## src/rtl/jk_pkg.sv

```systemverilog
// Shared definitions for the JK bank arbiter: command op encoding and a
// width helper used to size address and requester-id fields.
package jk_pkg;

  localparam logic [1:0] OP_HOLD = 2'b00;
  localparam logic [1:0] OP_RST  = 2'b01;
  localparam logic [1:0] OP_SET  = 2'b10;
  localparam logic [1:0] OP_TOG  = 2'b11;

  // Index width that never collapses to zero bits, even for a single entry.
  function automatic int clog2_min1(input int n);
    return (n <= 2) ? 1 : $clog2(n);
  endfunction

endpackage

```

## src/rtl/jk_cell.sv

```systemverilog
// Single JK flip-flop cell of the shared bank; {j,k} uses the command op
// encoding directly (hold, reset, set, toggle).
module jk_cell
  import jk_pkg::*;
(
  input  logic clk,
  input  logic rst_n,
  input  logic j,
  input  logic k,
  output logic q
);

  // NOTE: sequential state always uses non-blocking assignments so every
  // flop samples pre-edge values regardless of evaluation order.
  always_ff @(posedge clk or negedge rst_n) begin
    if (!rst_n) begin
      q <= 1'b0;
    end else begin
      case ({j, k})
        OP_RST:  q <= 1'b0;
        OP_SET:  q <= 1'b1;
        OP_TOG:  q <= ~q;
        default: q <= q;
      endcase
    end
  end

endmodule

```

## src/rtl/jk_bank_arbiter.sv

```systemverilog
// Round-robin arbiter granting one JK command per cycle to a shared bank of
// JK cells, with a registered acknowledgement carrying the updated bit.
module jk_bank_arbiter
  import jk_pkg::*;
#(
  parameter int NREQ  = 4,
  parameter int NBITS = 8,
  parameter int AW    = clog2_min1(NBITS),
  parameter int IDW   = clog2_min1(NREQ)
) (
  input  logic                 clk,
  input  logic                 rst_n,
  input  logic                 clr,
  input  logic [NREQ-1:0]      req_valid,
  input  logic [2*NREQ-1:0]    req_op,
  input  logic [AW*NREQ-1:0]   req_addr,
  output logic [NREQ-1:0]      req_ready,
  output logic [NBITS-1:0]     q,
  output logic                 ack_valid,
  output logic [IDW-1:0]       ack_id,
  output logic                 ack_q,
  output logic                 ack_err
);

  logic [IDW-1:0]   rr_ptr;
  logic             win_found;
  logic [IDW-1:0]   win_id;
  logic [1:0]       win_op;
  logic [AW-1:0]    win_addr;
  logic             xfer;
  logic             addr_ok;
  logic             cur_bit;
  logic             new_bit;
  logic [NBITS-1:0] cell_j;
  logic [NBITS-1:0] cell_k;

  // Winner is the valid requester with the smallest distance past rr_ptr.
  // NOTE: every variable assigned in always_comb gets a default first so no
  // path leaves it unassigned and no latch is inferred.
  always_comb begin
    int best_d;
    int d;
    win_found = 1'b0;
    win_id    = '0;
    win_op    = OP_HOLD;
    win_addr  = '0;
    best_d    = NREQ;
    d         = 0;
    for (int r = 0; r < NREQ; r++) begin
      d = r - int'(rr_ptr);
      if (d < 0) d = d + NREQ;
      if (req_valid[r] && d < best_d) begin
        best_d    = d;
        win_found = 1'b1;
        win_id    = IDW'(r);
        win_op    = req_op[2*r +: 2];
        win_addr  = req_addr[AW*r +: AW];
      end
    end
  end

  // A grant is withheld while the bank is being cleared or held in reset.
  assign xfer = win_found & ~clr & rst_n;

  always_comb begin
    req_ready = '0;
    if (xfer) req_ready[win_id] = 1'b1;
  end

  // Per-cell J/K decode; clr drives every cell to its reset op.
  always_comb begin
    logic hit;
    cell_j  = '0;
    cell_k  = '0;
    addr_ok = 1'b0;
    cur_bit = 1'b0;
    hit     = 1'b0;
    for (int b = 0; b < NBITS; b++) begin
      hit = (win_addr == AW'(b));
      if (hit) begin
        addr_ok = 1'b1;
        cur_bit = q[b];
      end
      if (clr) begin
        cell_k[b] = 1'b1;
      end else if (xfer && hit) begin
        cell_j[b] = win_op[1];
        cell_k[b] = win_op[0];
      end
    end
  end

  // Value the addressed cell will hold after this edge, reported in the ack.
  always_comb begin
    case (win_op)
      OP_RST:  new_bit = 1'b0;
      OP_SET:  new_bit = 1'b1;
      OP_TOG:  new_bit = ~cur_bit;
      default: new_bit = cur_bit;
    endcase
  end

  for (genvar b = 0; b < NBITS; b++) begin : g_cell
    jk_cell u_cell (
      .clk   (clk),
      .rst_n (rst_n),
      .j     (cell_j[b]),
      .k     (cell_k[b]),
      .q     (q[b])
    );
  end

  // Ack payload holds its last value whenever no command transfers.
  always_ff @(posedge clk or negedge rst_n) begin
    if (!rst_n) begin
      rr_ptr    <= '0;
      ack_valid <= 1'b0;
      ack_id    <= '0;
      ack_q     <= 1'b0;
      ack_err   <= 1'b0;
    end else if (xfer) begin
      rr_ptr    <= (int'(win_id) == NREQ - 1) ? '0 : win_id + 1'b1;
      ack_valid <= 1'b1;
      ack_id    <= win_id;
      ack_q     <= addr_ok & new_bit;
      ack_err   <= ~addr_ok;
    end else begin
      ack_valid <= 1'b0;
    end
  end

endmodule

```

## config.mk

```make
export PLATFORM = sky130hd
export DESIGN_NAME = jk_bank_arbiter
export DESIGN_NICKNAME = d
export VERILOG_FILES = /design/src/rtl/jk_pkg.sv /design/src/rtl/jk_cell.sv /design/src/rtl/jk_bank_arbiter.sv
export SDC_FILE = /design/constraint.sdc
export NUM_CORES = 1
export LEC_CHECK = 0
export CORE_MARGIN = 2
export CORE_UTILIZATION = 50
export DETAILED_ROUTE_END_ITERATION = 8
export GPL_ROUTABILITY_DRIVEN = 0
export GPL_TIMING_DRIVEN = 0
export PLACE_DENSITY = 0.84
export RECOVER_POWER = 100
export SYNTH_ARGS = -nofsm -noshare
export SYNTH_HDL_FRONTEND = slang
export SYNTH_SLANG_ARGS = --single-unit
export TNS_END_PERCENT = 30
```

## constraint.sdc

```tcl
create_clock -name clk -period 10.4 [get_ports clk]
set_input_delay 1.04 -clock clk [delete_from_list [all_inputs] [get_ports clk]]
set_output_delay 1.04 -clock clk [all_outputs]
set_load 0.005 [all_outputs]
```

# After elaboration in Yosys (flattened, before gate mapping)
# Index checks and enable logic that the tools add are counted.
[op_classes]
n_bitwise = 14
n_lt_le_gt_ge = 10
addsub = 9
muxes = 84
n_reduce_logical = 22
n_eq_ne = 35
[ops]
columns = ["cell", "n"]
rows = [
  ["32-bit two-way mux", 7],
  ["32-bit < comparator", 3],
  ["1-bit two-way mux", 55],
  ["2-bit == test, second input constant", 18],
  ["32-bit by 4-bit < comparator with 1-bit output, second input constant", 1],
  ["1-bit one-hot mux with 3 select lines", 9],
  ["3-bit nonzero test", 8],
  ["3-bit by 4-bit adder with 5-bit output, second input constant", 4],
  ["2-bit by 1-bit == test with 1-bit output, second input constant", 10],
  ["2-bit two-way mux", 7],
  ["1-bit logical AND", 13],
  ["3-bit == test, second input constant", 4],
  ["3-bit by 1-bit < comparator with 1-bit output, second input constant", 4],
  ["3-bit two-way mux", 4],
  ["1-bit inverter", 11],
  ["3-bit by 2-bit == test with 1-bit output, second input constant", 2],
  ["1-bit by 2-bit subtractor with 3-bit output, first input constant", 2],
  ["2-bit by 2-bit subtractor with 3-bit output, first input constant", 2],
  ["4-bit two-way mux", 1],
  ["1-bit AND", 3],
  ["3-bit by 1-bit == test with 1-bit output, second input constant", 1],
  ["3-bit logical NOT", 1],
  ["2-bit by 3-bit < comparator with 1-bit output, second input constant", 1],
  ["2-bit by 1-bit adder with 2-bit output, second input constant", 1],
  ["2 further kinds", 2],
]
[totals]
register_bits = 15
out_inout_bits = 17
inputBits = 27

# Logic depth before layout (Yosys ltp)
# Gate-level depths: netlist of the first run.
[logic_depth]
depth_word = 27
depth_mapped = 20
mapped_depth_nobuf = 18

# By module
# From an unflattened synthesis of the first run, not the netlist that was laid out.
[unflattened]
hier_cells = 169
area_unflattened_um2 = 1381.3
[by_module_without_submodules]
columns = ["mod", "area_per_inst_um2", "cells_per_inst", "n_inst", "seq_area_each_um2"]
rows = [
  ["jk_bank_arbiter", 1111.1, 145, 1, 175.2],
  ["jk_cell", 33.8, 3, 8, 25.0],
]

# Worst setup path before layout of the first run
# No wires, ideal clock.
[synth_path]
path_type = "in2out"
startpoint = "input port req_valid[0]"
endpoint = "output port req_ready[1]"
t_arrival_ps = 4055
setup_slack_ps = 5305
required_time_ps = 9360
path_stages = 16
cell_sequence = "clkbuf_1 -> o21ai_0 -> o21a_1 -> ha_1 -> or3_4 -> a21o_1 -> o21ai_0 -> ha_1 -> nor2b_1 -> o221a_4 -> a21o_1 -> clkbuf_1 -> a31oi_1 -> inv_1 -> ha_1 -> and2_1"
[synth_between]
elab_chain_len = 16
[synth_rtl]
columns = ["element", "line_no", "rtl"]
rows = [
  ["from (decl)", "jk_bank_arbiter.sv:14", "input logic [NREQ-1:0] req_valid,"],
  ["1-bit logical AND *", "jk_bank_arbiter.sv:52", "if (req_valid[r] && d < best_d) begin"],
  ["32-bit two-way mux *", "jk_bank_arbiter.sv:52", ""],
  ["32-bit < comparator", "jk_bank_arbiter.sv:52", ""],
  ["1-bit logical AND", "jk_bank_arbiter.sv:52", ""],
  ["32-bit two-way mux", "jk_bank_arbiter.sv:52", ""],
  ["32-bit < comparator", "jk_bank_arbiter.sv:52", ""],
  ["1-bit logical AND", "jk_bank_arbiter.sv:52", ""],
  ["32-bit two-way mux", "jk_bank_arbiter.sv:52", ""],
  ["32-bit < comparator", "jk_bank_arbiter.sv:52", ""],
  ["1-bit logical AND", "jk_bank_arbiter.sv:52", ""],
  ["2-bit two-way mux *", "jk_bank_arbiter.sv:52", ""],
  ["named net win_id[0]", "jk_bank_arbiter.sv:27", "logic [IDW-1:0] win_id;"],
  ["2-bit by 3-bit < comparator with 1-bit output (implied by the code) or 2-bit by 1-bit >= comparator with 1-bit output (tied branches)", "jk_bank_arbiter.sv:67", "if (xfer) req_ready[win_id] = 1'b1;"],
  ["1-bit logical AND (implied by the code)", "jk_bank_arbiter.sv:67", ""],
  ["1-bit two-way mux (implied by the code)", "jk_bank_arbiter.sv:67", ""],
  ["1-bit demux with 2-bit select *", "jk_bank_arbiter.sv:67", ""],
  ["4-bit two-way mux *", "jk_bank_arbiter.sv:67", ""],
  ["to (decl)", "jk_bank_arbiter.sv:17", "output logic [NREQ-1:0] req_ready,"],
]
# Mark *: on every way through the listed nets, which the timed path passes. The rest lies on a longest branch.

# Worst setup path in the final report of the first run
[layout_path]
startpoint = "input port req_valid[0]"
endpoint = "output port req_ready[1]"
[layout_between]
elab_chain_len = 16
[layout_rtl]
columns = ["element", "line_no"]
rows = [
  ["1-bit logical AND *", "jk_bank_arbiter.sv:52"],
  ["32-bit two-way mux *", "jk_bank_arbiter.sv:52"],
  ["32-bit < comparator", "jk_bank_arbiter.sv:52"],
  ["1-bit logical AND", "jk_bank_arbiter.sv:52"],
  ["32-bit two-way mux *", "jk_bank_arbiter.sv:52"],
  ["32-bit < comparator", "jk_bank_arbiter.sv:52"],
  ["1-bit logical AND", "jk_bank_arbiter.sv:52"],
  ["32-bit two-way mux", "jk_bank_arbiter.sv:52"],
  ["32-bit < comparator", "jk_bank_arbiter.sv:52"],
  ["1-bit logical AND", "jk_bank_arbiter.sv:52"],
  ["2-bit two-way mux *", "jk_bank_arbiter.sv:52"],
  ["named net win_id[1]", "jk_bank_arbiter.sv:27"],
  ["2-bit by 3-bit < comparator with 1-bit output (implied by the code) or 2-bit by 1-bit >= comparator with 1-bit output (tied branches)", "jk_bank_arbiter.sv:67"],
  ["1-bit logical AND (implied by the code)", "jk_bank_arbiter.sv:67"],
  ["1-bit two-way mux (implied by the code)", "jk_bank_arbiter.sv:67"],
  ["1-bit demux with 2-bit select *", "jk_bank_arbiter.sv:67"],
  ["4-bit two-way mux *", "jk_bank_arbiter.sv:67"],
]
# Marks and branches as above.

==> qor.csv, run 1 <==
metric,value,unit
unrepaired setup endpoints after global routing,no,
TritonCTS clock tree,built,
DR pass1 iterations,6,
VDD IR max,0.174,mV
outcome,finished with violations,
antenna diode count,0,
hpwl dp,3140,microns
Mapped Area,1500,sq um
hold_buf cts,0,
worst clock skew,0.00930,ns
synth warn,0,
final cell count without fillers,256,
P per Cell Area,252,nW/um^2
vias per inst,6.10,
global-route wire length before repair,6590,microns
flop2flop setup slack,5.70,ns
Most used DFF post-synth,dfrtp_1,
WL per Instance,15.6,microns
Final setup viols,0,
reg-to-reg critical path startpoint,rr_ptr[1],
#FFs+latches synth,15,
placed cell count,252,
Worst path most repeated cell,ha_1,
worst reg-to-reg path cell count,18,
CP Cell Sequence,dlygate4sd3_1 > clkbuf_1 > o21ai_0 > o21a_1 > ha_1 > or3_1 > a21o_1 > o21ai_0 > ha_1 > nor2b_1 > o221a_4 > a21oi_1 > clkbuf_1 > nand2_1 > inv_1 > ha_1 > and2_1 > dlygate4sd3_1,
GR Overflow Total,0,
post-CTS setup buffer count,0,
fin crit share,67.9,%
WHS,0.504,ns
number of enable flip-flop cells after synthesis,0,
Port-buffer cells,43,
Slew @ Worst Pin,0.817,ns
Tot GR Track Use,24.2,%
Place WS,3.82,ns
worst-skew pair later-pin latency,0.29,ns
H-tree levels,1,
worst r2r dst,g_cell[6].u_cell.q,
max-cap viol count,0,
drt total wl,4010,microns
Final ANT Viol Nets,0,
core box area,2810,sq um
"Hold Vio Cnt, Final",0,
min Tclk post-route,7.06,ns
drt drc,2,
Area contributors post-synth,"dfrtp_1 (25%), ha_1 (5.0%), buf_4 (4.5%)",
1st-iter DRT viols,74,
Gate Count Post-Synth,178,
Required @ worst endpoint,9.36,ns
Arrival @ worst endpoint,6.02,ns
max-slew violations,0,
vias in the first global route,1492,
post-synthesis sequential area ratio,25.0,%
routed vias,1562,
CTS root buf,clkbuf_4,
failing checks,DRC,
crit-path max cell delay,0.66,ns
area share of the largest cell type after synthesis,25.0,%
Reg area,375,sq um
max frequency,142,MHz
average size of a mapped cell,8.44,sq um
largest net degree at the start of global routing,17,
Max-Slew Margin vs Limit,45.1,%
ys async rst share,100,%
Clock transition at path regs,0.10,ns
area of the multi-input gates,956,sq um
Netlist cell types,56,
layout cells sized above 1,10.7,%
Leak,0.875,nW
Crit Path Class,input port to output port,
Layout Area Growth over Synthesis,31.1,%
Filler cells,245,
initial core utilization,53.6,%
CP endpoint kind,output port,
end point of the critical path,req_ready[1],
CTS resizes,0,
DIE WIDTH,58.8,microns
antenna violations before repair,0,
Std-Cell Rows,19,
Die H,58.8,microns
syn nets,211,
Crit. Startpoint,req_valid[0],
Final WS setup,3.34,ns
Tot Pwr,0.000495,W
worst-path maximum fanout,10,
Synth area leader,dfrtp_1,
Max clock buf depth,2,
TritonCTS Sinks,15,
Total Nets Final,259,
Hold/Removal Path Class,flip-flop to flip-flop,
I/O pin count,44,
Setup Total Neg Slack,0,ns
DIE AREA,3460,sq um
critical path's slowest cell,dlygate4sd3_1,
total CTS buffers,3,
CP startpoint kind,input port,
-- per-layer routing --
metal | global-route usage, % | vias up | wire, microns
met3 | 5.27 | 4 | 276
li1 | - | 755 | -
met1 | 32.7 | 739 | 1790
met5 | 0 | - | 0
met2 | 39.8 | 64 | 1910
met4 | 4.55 | 0 | 29
-- worst max-delay path: cells and delay by family --
kind                     cells  cell delay [ns]
AO/OA/AOI/OAI                6             1.46
AND/OR/NAND/NOR              4             0.84
adder cells (fa/ha/maj)      3             0.53
buffers and inverters        5             2.13
-- sequential cells by signal (all words and copies together), names as in the netlist --
signal / flops
ack_err: 1
rr_ptr: 2
ack_valid: 1
ack_id: 2
g_cell.u_cell.q: 8
ack_q: 1
-- per-stage QoR --
stage | instance area [sq um] | utilization [%]
final | 1970 | 70.2
after global routing | 1970 | 70.2
after CTS | 2000 | 71.3
after detailed placement | 1970 | 70.3
after global placement | 1970 | 70.3
after floorplan | 1500 | -
-- synth_stat cells (2+ instances only) --
| master | instances |
|---|---|
| ha_1 | 6 |
| nand2b_1 | 2 |
| o31ai_1 | 5 |
| and2_1 | 4 |
| buf_6 | 2 |
| nand3_1 | 2 |
| mux2i_1 | 3 |
| inv_1 | 7 |
| a21o_1 | 3 |
| a32oi_1 | 2 |
| a21oi_1 | 7 |
| a211oi_1 | 3 |
| nand2_1 | 18 |
| a31oi_1 | 3 |
| buf_4 | 9 |
| a311o_1 | 2 |
| o21ai_0 | 5 |
| or3_1 | 5 |
| and3_1 | 5 |
| nor3_1 | 3 |
| o21ai_1 | 8 |
| nor3b_1 | 3 |
| clkbuf_1 | 3 |
| o31a_1 | 2 |
| a211o_1 | 3 |
| o32ai_1 | 2 |
| nand3b_1 | 2 |
| nor2_1 | 9 |
| dfrtp_1 | 15 |
| nor2b_1 | 8 |
| o21a_1 | 2 |
-- cells in the final DEF (no fill, tap or decap), types with 3 or more instances in the layout --
cell type and instances:
a211o_1 3, a211oi_1 3, a21o_1 3, a21oi_1 8, a31oi_1 3, and2_1 4, and3_1 5, buf_4 9
clkbuf_1 4, clkbuf_4 3, clkdlybuf4s50_1 24, dfrtp_1 15, dlygate4sd3_1 20, ha_1 6, inv_1 7, mux2i_1 3
nand2_1 18, nor2_1 9, nor2b_1 8, nor3_1 3, nor3b_1 3, o21ai_0 10, o21ai_1 3, o31ai_1 5
or3_1 6
-- area by class of cell --
cell class	count	area share, %
clock buffers	3	1.14
repair buffers	43	21.9
multi-input cells	140	48.5
plain buffers	16	5.84
well taps	31	1.97
inverters	7	1.33
flip-flops and latches	15	19.1
clock inverters	1	0.254
-- where the power goes --
part,internal [W],total (W),switching (W)
clock,0.0000143,0.0000352,0.0000209
sequential,0.0000732,0.0000848,0.0000117
combinational,0.000165,0.000375,0.000210
-- how the worst min path moves through the flow --
stage                                   from            endpoint  cells past startpoint
after floorplan           g_cell[0].u_cell.q  g_cell[0].u_cell.q                      1
after global placement             ack_id[0]           ack_id[0]                      1
after detailed placement           ack_id[0]           ack_id[0]                      1
after CTS                          ack_id[0]           ack_id[0]                      1
after global routing               ack_id[0]           ack_id[0]                      1
final                              ack_id[0]           ack_id[0]                      1
-- cell families (layout without fill, tap and decap cells) --
family	count (synthesis)	count (layout)	share of synthesized area (%)
buf+inv	23	70	9.49
compound gates	61	61	31.1
mux	5	5	3.75
fa+ha+maj	6	6	5.00
flops	15	15	25.0
simple gates	67	67	25.1
xor+xnor	1	1	0.583
Note: power is estimated with default switching activity, not from simulation.
==> run 2, diff against run 1 <==
--- a/config.mk
+++ b/config.mk
@@ -6,11 +6,11 @@
 export NUM_CORES = 1
 export LEC_CHECK = 0
 export CORE_MARGIN = 2
-export CORE_UTILIZATION = 50
+export CORE_UTILIZATION = 43
 export DETAILED_ROUTE_END_ITERATION = 8
 export GPL_ROUTABILITY_DRIVEN = 0
 export GPL_TIMING_DRIVEN = 0
-export PLACE_DENSITY = 0.84
+export PLACE_DENSITY = 0.77
 export RECOVER_POWER = 100
 export SYNTH_ARGS = -nofsm -noshare
 export SYNTH_HDL_FRONTEND = slang
==> constraint.sdc (replaced) <==
create_clock -name clk -period 6.05 [get_ports clk]
set_input_delay 0.605 -clock clk [delete_from_list [all_inputs] [get_ports clk]]
set_output_delay 0.605 -clock clk [all_outputs]
set_load 0.005 [all_outputs]
==> run 2 against run 1 <==
  * The flow now finishes without violations
  * Clock power up 64%
  * Global-route usage down 4.3 points
  * Sequential power up 71%
  * Power up 75%
  * Clock skew up 0.0052 ns
  * Largest cell class unchanged
  * Highest routed layer unchanged
==> qor.csv, run 2 (synthesis results as in run 1) <==
metric,value,unit,change
outcome,completed,,was finished with violations
P per Cell Area,431,nW/um^2,was 252 nW/um^2
Final ANT Viol Nets,0,,unchanged
"commonest non-fill, non-tap cell in the layout",clkdlybuf4s50_1,,unchanged
Clock transition at path regs,0.08,ns,was 0.10 ns
Layout Area Growth over Synthesis,34.1,%,was 31.1%
I/O pin count,44,,unchanged
TritonCTS clock tree,built,,unchanged
Port-buffer cells,43,,unchanged
VDD IR max,0.252,mV,was 0.174 mV
Slew @ Worst Pin,0.863,ns,was 0.817 ns
antenna diode count,0,,unchanged
TritonCTS Sinks,15,,unchanged
Total Nets Final,259,,unchanged
CP Cell Sequence,clkdlybuf4s50_1 > clkbuf_1 > o21ai_0 > o21a_1 > ha_1 > or3_4 > a21o_1 > o21ai_0 > ha_1 > nor2b_1 > o221a_4 > a21oi_4 > clkbuf_1 > nand2_1 > inv_1 > ha_1 > and2_1 > clkdlybuf4s50_1,,was dlygate4sd3_1 > clkbuf_1 > o21ai_0 > o21a_1 > ha_1 > or3_1 > a21o_1 > o21ai_0 > ha_1 > nor2b_1 > o221a_4 > a21oi_1 > clkbuf_1 > nand2_1 > inv_1 > ha_1 > and2_1 > dlygate4sd3_1
GR Overflow Total,0,,unchanged
Tot GR Track Use,19.8,%,was 24.2%
Biggest register,g_cell.u_cell.q,,unchanged
fin crit share,95.1,%,
unrepaired setup endpoints after global routing,no,,unchanged
DR pass1 iterations,4,,was 6
core box area,3340,sq um,was 2810 sq um
Die H,63.1,microns,was 58.8 microns
DIE WIDTH,63.1,microns,was 58.8 microns
"commonest non-fill, non-tap cells in the layout","clkdlybuf4s50_1 (34), nand2_1 (18), dfrtp_1 (15)",,"was clkdlybuf4s50_1 (24), dlygate4sd3_1 (20), nand2_1 (18)"
hpwl dp,2910,microns,was 3140 microns
WHS,0.494,ns,was 0.504 ns
global-route wire length before repair,6430,microns,was 6590 microns
initial core utilization,45.0,%,was 53.6%
CTS root buf,clkbuf_4,,unchanged
Required @ worst endpoint,5.44,ns,was 9.36 ns
Worst path most repeated cell,ha_1,,unchanged
Setup Total Neg Slack,0,ns,unchanged
max frequency,174,MHz,
worst-skew pair later-pin latency,0.29,ns,about the same
Hold/Removal Path Class,flip-flop to flip-flop,,unchanged
DIE AREA,3980,sq um,was 3460 sq um
Final WS setup,0.297,ns,was 3.34 ns
vias per inst,5.59,,was 6.10
H-tree levels,1,,unchanged
total CTS buffers,3,,unchanged
largest registers,"g_cell.u_cell.q: 8 flops, ack_id: 2 flops, rr_ptr: 2 flops",,unchanged
Final setup viols,0,,unchanged
vias in the first global route,1377,,"was 1,492"
final cell count without fillers,271,,was 256
drt total wl,3820,microns,was 4010 microns
min Tclk post-route,5.75,ns,
1st-iter DRT viols,110,,was 74
max-cap viol count,0,,unchanged
Leak,0.847,nW,was 0.875 nW
CP startpoint kind,input port,,unchanged
Arrival @ worst endpoint,5.15,ns,was 6.02 ns
Place WS,0.268,ns,was 3.82 ns
WL per Instance,14.1,microns,was 15.6 microns
worst clock skew,0.0145,ns,was 0.00930 ns
drt drc,0,,was 2
Max-Slew Margin vs Limit,41.7,%,was 45.1%
max-slew violations,0,,unchanged
CTS resizes,0,,unchanged
hold_buf cts,0,,unchanged
placed cell count,267,,was 252
layout cells sized above 1,12.0,%,was 10.7%
critical path's slowest cell,clkdlybuf4s50_1,,was dlygate4sd3_1
Crit Path Class,input port to output port,,unchanged
largest net degree at the start of global routing,17,,unchanged
Max clock buf depth,2,,unchanged
post-CTS setup buffer count,0,,unchanged
CP endpoint kind,output port,,unchanged
worst-path maximum fanout,10,,unchanged
"Hold Vio Cnt, Final",0,,unchanged
antenna violations before repair,0,,unchanged
crit-path max cell delay,0.60,ns,was 0.66 ns
Std-Cell Rows,21,,was 19
routed vias,1515,,"was 1,562"
Largest register FFs,8,,unchanged
==> run 2: cell type report <==
cell class | count | area [sq um]
fillers | 343 | 1320
multi-input cells | 140 | 983
repair buffers | 43 | 430
flip-flops and latches | 15 | 375
plain buffers | 16 | 115
well taps | 46 | 57.6
clock buffers | 4 | 26.3
inverters | 7 | 26.3
==> run 2: final timing paths <==
check	start	endpoint	slack [ns]	cells past startpoint
min	ack_id[0]	ack_id[0]	0.49	1
min in group asynchronous	rst_n	g_cell[1].u_cell.q	0.80	1
max reg2reg	rr_ptr[1]	g_cell[6].u_cell.q	1.70	18
max	req_valid[0]	req_ready[0]	0.30	18
min reg2reg	ack_id[0]	ack_id[0]	0.49	1
max in group asynchronous	rst_n	ack_err	4.79	1
==> run 2: through the flow <==
step / power, W / cell area [sq um] / util (%)
finish: 0.000868 / 2010 / 60.4
global placement: 0.000802 / 1990 / 59.7
floorplan: 0.000633 / 1500 / -
CTS: 0.000868 / 2020 / 60.4
global route: 0.000951 / 2010 / 60.4
detailed placement: 0.000806 / 1990 / 59.7
==> run 2: worst max-delay path: cells and delay by family <==
family / cells / cell delay (ns)
fa+ha+maj: 3 / 0.53
compound gates: 6 / 1.24
buf+inv: 5 / 1.97
simple gates: 4 / 0.77
==> run 2: per-layer routing <==
metal	GRT usage (%)	vias up	routed length (microns)
li1	-	752	-
met1	28.7	702	1800
met2	30.2	51	1730
met3	3.21	10	219
met4	6.11	0	68
met5	0	-	0
==> run 2: where the power goes <==
part           internal, W  switching (W)   total, W
Sequential        0.000126      0.0000195   0.000145
Clock            0.0000256      0.0000322  0.0000578
Combinational     0.000297       0.000368   0.000665
Total             0.000449       0.000419   0.000868
